`src/rtl/ecc_sram_pkg.sv`:
```
// Shared widths, codeword type and SECDED Hamming helpers for the 256x8 ECC SRAM.
// Codeword: bit0 overall parity, bits 12:1 Hamming positions 1..12, bit13 reserved (0).
package ecc_sram_pkg;

  localparam int unsigned ADDR_W = 8;
  localparam int unsigned DATA_W = 8;
  localparam int unsigned CW_W   = 14;
  localparam int unsigned DEPTH  = 2 ** ADDR_W;

  localparam int unsigned HAM_MAX_POS = 12;
  localparam int unsigned POS_OVERALL = 0;
  localparam int unsigned POS_C1      = 1;
  localparam int unsigned POS_C2      = 2;
  localparam int unsigned POS_C4      = 4;
  localparam int unsigned POS_C8      = 8;
  localparam int unsigned POS_RSVD    = 13;

  typedef logic [CW_W-1:0]   codeword_t;
  typedef logic [DATA_W-1:0] data_t;
  typedef logic [3:0]        syndrome_t;

  typedef enum logic [1:0] {
    ERR_CLEAN,
    ERR_SINGLE,
    ERR_DOUBLE
  } err_class_e;

  // Data d0..d7 occupy the non-power-of-two positions 3,5,6,7,9,10,11,12.
  function automatic codeword_t hamming_encode(input data_t d);
    codeword_t cw;
    cw = '0;
    cw[3]  = d[0];
    cw[5]  = d[1];
    cw[6]  = d[2];
    cw[7]  = d[3];
    cw[9]  = d[4];
    cw[10] = d[5];
    cw[11] = d[6];
    cw[12] = d[7];
    cw[POS_C1] = cw[3] ^ cw[5] ^ cw[7] ^ cw[9] ^ cw[11];
    cw[POS_C2] = cw[3] ^ cw[6] ^ cw[7] ^ cw[10] ^ cw[11];
    cw[POS_C4] = cw[5] ^ cw[6] ^ cw[7] ^ cw[12];
    cw[POS_C8] = cw[9] ^ cw[10] ^ cw[11] ^ cw[12];
    cw[POS_OVERALL] = ^cw[HAM_MAX_POS:1];
    return cw;
  endfunction

  function automatic syndrome_t hamming_syndrome(input codeword_t cw);
    syndrome_t s;
    s[0] = cw[1] ^ cw[3] ^ cw[5] ^ cw[7] ^ cw[9]  ^ cw[11];
    s[1] = cw[2] ^ cw[3] ^ cw[6] ^ cw[7] ^ cw[10] ^ cw[11];
    s[2] = cw[4] ^ cw[5] ^ cw[6] ^ cw[7] ^ cw[12];
    s[3] = cw[8] ^ cw[9] ^ cw[10] ^ cw[11] ^ cw[12];
    return s;
  endfunction

  function automatic logic overall_parity(input codeword_t cw);
    return ^cw[HAM_MAX_POS:0];
  endfunction

  function automatic data_t extract_data(input codeword_t cw);
    return {cw[12], cw[11], cw[10], cw[9], cw[7], cw[6], cw[5], cw[3]};
  endfunction

  // Odd parity with an in-range syndrome is a single flip (s=0 means bit0 itself);
  // anything else that is not clean is treated as uncorrectable.
  function automatic err_class_e classify(input syndrome_t s, input logic p);
    err_class_e c;
    if (!p && (s == '0))
      c = ERR_CLEAN;
    else if (p && (32'(s) <= HAM_MAX_POS))
      c = ERR_SINGLE;
    else
      c = ERR_DOUBLE;
    return c;
  endfunction

endpackage

```
`src/rtl/secded_decoder.sv`:
```
// Combinational SECDED decoder: classifies a stored codeword and returns corrected data/codeword.
module secded_decoder
  import ecc_sram_pkg::*;
(
  input  logic [CW_W-1:0]   i_cw,
  output logic [DATA_W-1:0] o_data,
  output logic [CW_W-1:0]   o_cw,
  output logic              o_sec,
  output logic              o_ded
);

  syndrome_t  w_syn;
  logic       w_par;
  err_class_e w_class;
  codeword_t  w_flip;

  always_comb begin
    w_syn   = hamming_syndrome(i_cw);
    w_par   = overall_parity(i_cw);
    w_class = classify(w_syn, w_par);
    w_flip  = '0;
    if (w_class == ERR_SINGLE)
      w_flip[w_syn] = 1'b1;
  end

  // Double errors leave w_flip clear, so the data taken from o_cw is the raw data.
  always_comb begin
    o_cw           = i_cw ^ w_flip;
    o_cw[POS_RSVD] = 1'b0;
    o_data         = extract_data(o_cw);
    o_sec          = (w_class == ERR_SINGLE);
    o_ded          = (w_class == ERR_DOUBLE);
  end

endmodule

```
`src/rtl/ecc_sram_top.sv`:
```
// Single-port 256x8 SRAM wrapper with SECDED Hamming protection and registered read port.
// Define ECC_SCRUB_WRITEBACK_EN to write corrected words back on single-error reads.
module ecc_sram_top
  import ecc_sram_pkg::*;
(
  input  logic              clk,
  input  logic              rst,
  input  logic              enable,
  input  logic              we,
  input  logic [ADDR_W-1:0] addr,
  input  logic [DATA_W-1:0] data_in,
  output logic [DATA_W-1:0] data_out,
  output logic              sec_err,
  output logic              ded_err
);

  codeword_t mem [DEPTH];

  logic        w_wr;
  logic        w_rd;
  codeword_t   w_rd_cw;
  logic [DATA_W-1:0] w_dec_data;
  codeword_t   w_dec_cw;
  logic        w_dec_sec;
  logic        w_dec_ded;

  logic [DATA_W-1:0] r_data_out;
  logic              r_sec_err;
  logic              r_ded_err;

  assign w_wr    = enable && we;
  assign w_rd    = enable && !we;
  assign w_rd_cw = mem[addr];

  secded_decoder u_dec (
    .i_cw   (w_rd_cw),
    .o_data (w_dec_data),
    .o_cw   (w_dec_cw),
    .o_sec  (w_dec_sec),
    .o_ded  (w_dec_ded)
  );

  // Array is not reset; a write coinciding with rst still lands.
`ifdef ECC_SCRUB_WRITEBACK_EN
  always_ff @(posedge clk) begin
    if (w_wr)
      mem[addr] <= hamming_encode(data_in);
    else if (w_rd && w_dec_sec)
      mem[addr] <= w_dec_cw;
  end
`else
  logic w_unused_dec_cw;
  assign w_unused_dec_cw = ^w_dec_cw;

  always_ff @(posedge clk) begin
    if (w_wr)
      mem[addr] <= hamming_encode(data_in);
  end
`endif

  always_ff @(posedge clk) begin
    if (rst) begin
      r_data_out <= '0;
      r_sec_err  <= 1'b0;
      r_ded_err  <= 1'b0;
    end else if (w_rd) begin
      r_data_out <= w_dec_data;
      r_sec_err  <= w_dec_sec;
      r_ded_err  <= w_dec_ded;
    end
  end

  assign data_out = r_data_out;
  assign sec_err  = r_sec_err;
  assign ded_err  = r_ded_err;

endmodule

```
`config.mk`:
```
export PLATFORM = sky130hd
export DESIGN_NAME = ecc_sram_top
export DESIGN_NICKNAME = d
export VERILOG_FILES = /design/src/rtl/ecc_sram_pkg.sv /design/src/rtl/secded_decoder.sv /design/src/rtl/ecc_sram_top.sv
export SDC_FILE = /design/constraint.sdc
export NUM_CORES = 2
export LEC_CHECK = 0
export ABC_AREA = 1
export CORE_UTILIZATION = 40
export DETAILED_ROUTE_END_ITERATION = 12
export HOLD_SLACK_MARGIN = 0.15
export MAX_ROUTING_LAYER = met4
export PLACE_DENSITY = 0.51
export SETUP_SLACK_MARGIN = 0.05
export SKIP_CTS_REPAIR_TIMING = 1
export SLEW_MARGIN = 20
export SYNTH_ARGS = -nofsm -noshare
export SYNTH_HDL_FRONTEND = slang
export SYNTH_SLANG_ARGS = --single-unit
```
`constraint.sdc`:
```
create_clock -name clk -period 19.64 [get_ports clk]
set_input_delay 3.928 -clock clk [delete_from_list [all_inputs] [get_ports clk]]
set_output_delay 3.928 -clock clk [all_outputs]
set_load 0.02 [all_outputs]
```
==> impl_metrics.csv <==
group,metric,value,unit
power_and_ir_drop,pwr_dens,104,nW/µm²
synthesis,ys_top_cells_by_count,"sky130_fd_sc_hd__nand2_1, sky130_fd_sc_hd__edfxtp_1, sky130_fd_sc_hd__nor2_1",
floorplanning,core_region_area,340000,µm²
worst_setup_path,critPathLaunchType,"input pin",
sta,post_layout_minimum_cycle_time,9.92,ns
sta,slew_headroom,16.4,%
synthesis,synth_cells,12504,
worst_setup_path,worstSetupEndpointType,"register",
floorplanning,dieWidth,586,µm
grt,track_usage,26.8,%
synthesis,mappedNetlistNets,12524,
sta,maxClockFrequency,101,MHz
finish,final_core_util,45.6,%
synthesis,synth_top_cells_by_area,"sky130_fd_sc_hd__edfxtp_1, sky130_fd_sc_hd__nand2_1, sky130_fd_sc_hd__nor2_1",
worst_setup_path,worst_ep_required_time,20.47,ns
synthesis,mappedNetlistArea,137000,µm²
power_and_ir_drop,power.static_leakage,59.4,nW
sta,post-route-worst-setup-slack,9.72,ns
sta,timing.hold.ws,0.538,ns
sta,finClkSkew,0.0608,ns
synthesis,yosys.area.top_type_share,73.2,%
power_and_ir_drop,fin_total_pwr,16.2,mW
finish,area_growth,13.4,%
sta,slew_viol_final,0,
placement,dpl_worst_slack,8.87,ns
cts,clk_pin_slew,0.06,ns
placement,placement.cell_area,143000,µm²
finish,finish.instance_area,155000,µm²
grt,first_global_vias,87589,
sta,setup_viol,0,
synthesis,post_synthesis_simple_gate_area_fraction,22.8,%
sta,number_of_hold_violations_in_the_final_report,0,
synthesis,synth_sequential_area_ratio,73.3,%
sta,worst_slew_pin_slew,1.25,ns
worst_setup_path,worst_path_largest_cell_delay,0.84,ns
run_status,run_status,"completed",
route,remaining_antenna_violation_count,0,
finish,drive_above_1_share,7.74,%
synthesis,synth_most_common_cell,"sky130_fd_sc_hd__nand2_1",
sta,grt_setup_unrepaired,"false",
synthesis,synth-compound-area-share,1.34,%
power_and_ir_drop,vdd.ir_drop.worst,0.0774,mV
synthesis,synthMuxAreaShare,0,%
synthesis,synth_cell_type_count,26,
route,totalWireLength,451,mm
route,drt_iter0_markers,9572,
floorplanning,floorplan.die_area,344000,µm²
finish,layout.cells.non_filler,17498,
worst_setup_path,crit_family,"buffers and inverters",
synthesis,synthDominantAreaCellType,"sky130_fd_sc_hd__edfxtp_1",
synthesis,asyncSetResetFlopFracSynth,0,%
grt,grt_antenna_before_repair,33,
synthesis,synth_enable_flop_cells,3328,
floorplanning,dieHeight,586,µm
synthesis,post_synth_xor_area_fraction,0.103,%
sta,part_of_the_cycle_the_worst_path_needs,50.5,%
worst_setup_path,worstSetupPathType,"in -> reg",
placement,placement.io_buffers,29,
route,detailroute.via_count,91720,
route,vias_per_cell,5.24,
placement,gp_congestion,0.864,
min_path,hold_class,"reg -> reg",
worst_setup_path,crit_buf_inv,8,
cts,tritoncts,"done",
floorplanning,initial_standard_cell_utilization_of_the_core,40.2,%
worst_setup_path,worst_ep_arrival_time,10.75,ns
placement,detailed_placer_s_ending_hpwl,261,mm
cts,htreeDepth,5,
synthesis,synth_top_flop_cell,"sky130_fd_sc_hd__edfxtp_1",
floorplanning,std_cell_rows,214,
cts,clock_tree.root_cell,"sky130_fd_sc_hd__clkbuf_16",
worst_setup_path,cp_max_delay_cell,"sky130_fd_sc_hd__buf_4",
cts,cts_inserted_buffers,360,
cts,cts-root-to-sink-buffers,4,
cts,worst_skew_pair.late_latency,0.96,ns
sta,totalNegativeSetupSlack,0,ns
worst_setup_path,worst_path_most_repeated_cell,"sky130_fd_sc_hd__nand2_1",
synthesis,synthesis.area_per_instance,10.9,µm²
synthesis,yosysWarningCount,0,
route,drt-pass1-iter-count,8,
run,max_cap_viol_count,0,
synthesis,adder_cell_share_of_the_synthesized_area,0,%
grt,grt_start_max_net_pins,153,
grt,grt_pass1_wl,645,mm
route,routedWlPerCell,25.8,µm
grt,grt_overflow,0,
floorplanning,floorplan.io_pins,30,
synthesis,combinational_family_with_the_most_area_after_synthesis,"simple AND/OR/NAND/NOR gates",
route,detail_route.drc_violations,0,
placement,placed_cells_incl_taps,16844,
cts,clkSinkCount,3338,
synthesis,synth.ff_latch_count,3338,
worst_setup_path,max_fanout_on_critical_path,66,
finish,final_net_count,12690,
## metal layers
metal  share of wire, %  vias to the layer above  track usage [%]  wire, µm
li1                   -                    41952                -         -
met1                 43                    45883             36.4    194000
met2                 48                     3259             42.7    214000
met3                6.2                      626             2.86     28100
met4                3.2                        0             7.85     14400
met5                  0                        -                -         0
## worst reg2reg max path: stages (launching register included)
cell                       delay [ns]
sky130_fd_sc_hd__edfxtp_1        0.35
sky130_fd_sc_hd__nand2_1         0.07
sky130_fd_sc_hd__nand2_1         0.08
sky130_fd_sc_hd__nand2_1         0.08
sky130_fd_sc_hd__nand2_1         0.07
sky130_fd_sc_hd__nand2_1         0.06
sky130_fd_sc_hd__nand2_1         0.12
sky130_fd_sc_hd__o21ai_0         0.62
sky130_fd_sc_hd__nand2_1         0.28
sky130_fd_sc_hd__o21ai_0         0.88
sky130_fd_sc_hd__nand2_1         0.15
sky130_fd_sc_hd__nor2_2          0.31
sky130_fd_sc_hd__nand2_1         0.12
sky130_fd_sc_hd__nand2_1         0.09
sky130_fd_sc_hd__nand2_1         0.07
sky130_fd_sc_hd__nand2_1         0.07
sky130_fd_sc_hd__nand2_1         0.05
sky130_fd_sc_hd__nand2_1         0.17
sky130_fd_sc_hd__nand2_1         0.18
sky130_fd_sc_hd__nor2_1          0.23
sky130_fd_sc_hd__nand3_1         0.10
sky130_fd_sc_hd__nand2_1         0.08
sky130_fd_sc_hd__nand3_1         0.09
sky130_fd_sc_hd__nand2_1         0.08
sky130_fd_sc_hd__inv_1           0.04
## flip-flops by register name, indices dropped and copies added (netlist names)
register and flops:
mem 3328, data_out 8, ded_err 1, sec_err 1
## power breakdown
part	total (mW)	switching (mW)	internal [mW]
Combinational	1.28	1.06	0.213
Clock	6.79	2.88	3.91
Sequential	8.09	0.00541	8.08
Total	16.2	3.95	12.2
## cell type report
class / count / area (µm²)
Clock buffer: 427 / 9400
Timing Repair Buffer: 437 / 3570
Tap cell: 4536 / 5680
Antenna cell: 8 / 20.0
Inverter: 82 / 362
Fill cell: 31230 / 185000
Clock inverter: 219 / 2290
Multi-Input combinational cell: 8451 / 33400
Sequential cell: 3338 / 100000
## placed cells by master (no fill, tap or decap), types with 14 or more instances in the layout
master,synthesis,layout
sky130_fd_sc_hd__nand2_1,6954,6940
sky130_fd_sc_hd__edfxtp_1,3328,3328
sky130_fd_sc_hd__nor2_1,646,601
sky130_fd_sc_hd__buf_4,25,395
sky130_fd_sc_hd__clkbuf_16,0,365
sky130_fd_sc_hd__nand3_1,319,319
sky130_fd_sc_hd__nand4_1,148,148
sky130_fd_sc_hd__o21ai_0,126,122
sky130_fd_sc_hd__clkinv_1,6,101
sky130_fd_sc_hd__o21ai_1,97,101
sky130_fd_sc_hd__a21oi_1,97,97
sky130_fd_sc_hd__inv_1,68,66
sky130_fd_sc_hd__clkbuf_1,193,59
sky130_fd_sc_hd__clkinv_2,0,54
sky130_fd_sc_hd__nor2_2,11,42
sky130_fd_sc_hd__bufinv_16,0,37
sky130_fd_sc_hd__a22oi_1,28,28
sky130_fd_sc_hd__nand2_2,6,20
sky130_fd_sc_hd__clkdlybuf4s50_1,0,19
sky130_fd_sc_hd__nor2_4,0,14
## final timing paths
| kind | from | to | slack [ns] | depth (start not counted) |
|---|---|---|---|---|
| setup / recovery | addr[1] | data_out[6] | 9.72 | 31 |
| hold / removal | sec_err | sec_err | 0.54 | 2 |
| setup reg to reg | mem[152][9] | data_out[6] | 15.10 | 24 |
| hold reg to reg | sec_err | sec_err | 0.54 | 2 |
## cells by family after synthesis
| group | Yosys count |
|---|---|
| AO/OA/AOI/OAI | 349 |
| XOR/XNOR | 16 |
| buffers and inverters | 715 |
| flip-flops | 3338 |
| AND/OR/NAND/NOR | 8086 |
No activity file was read; power rests on OpenSTA's default activity.
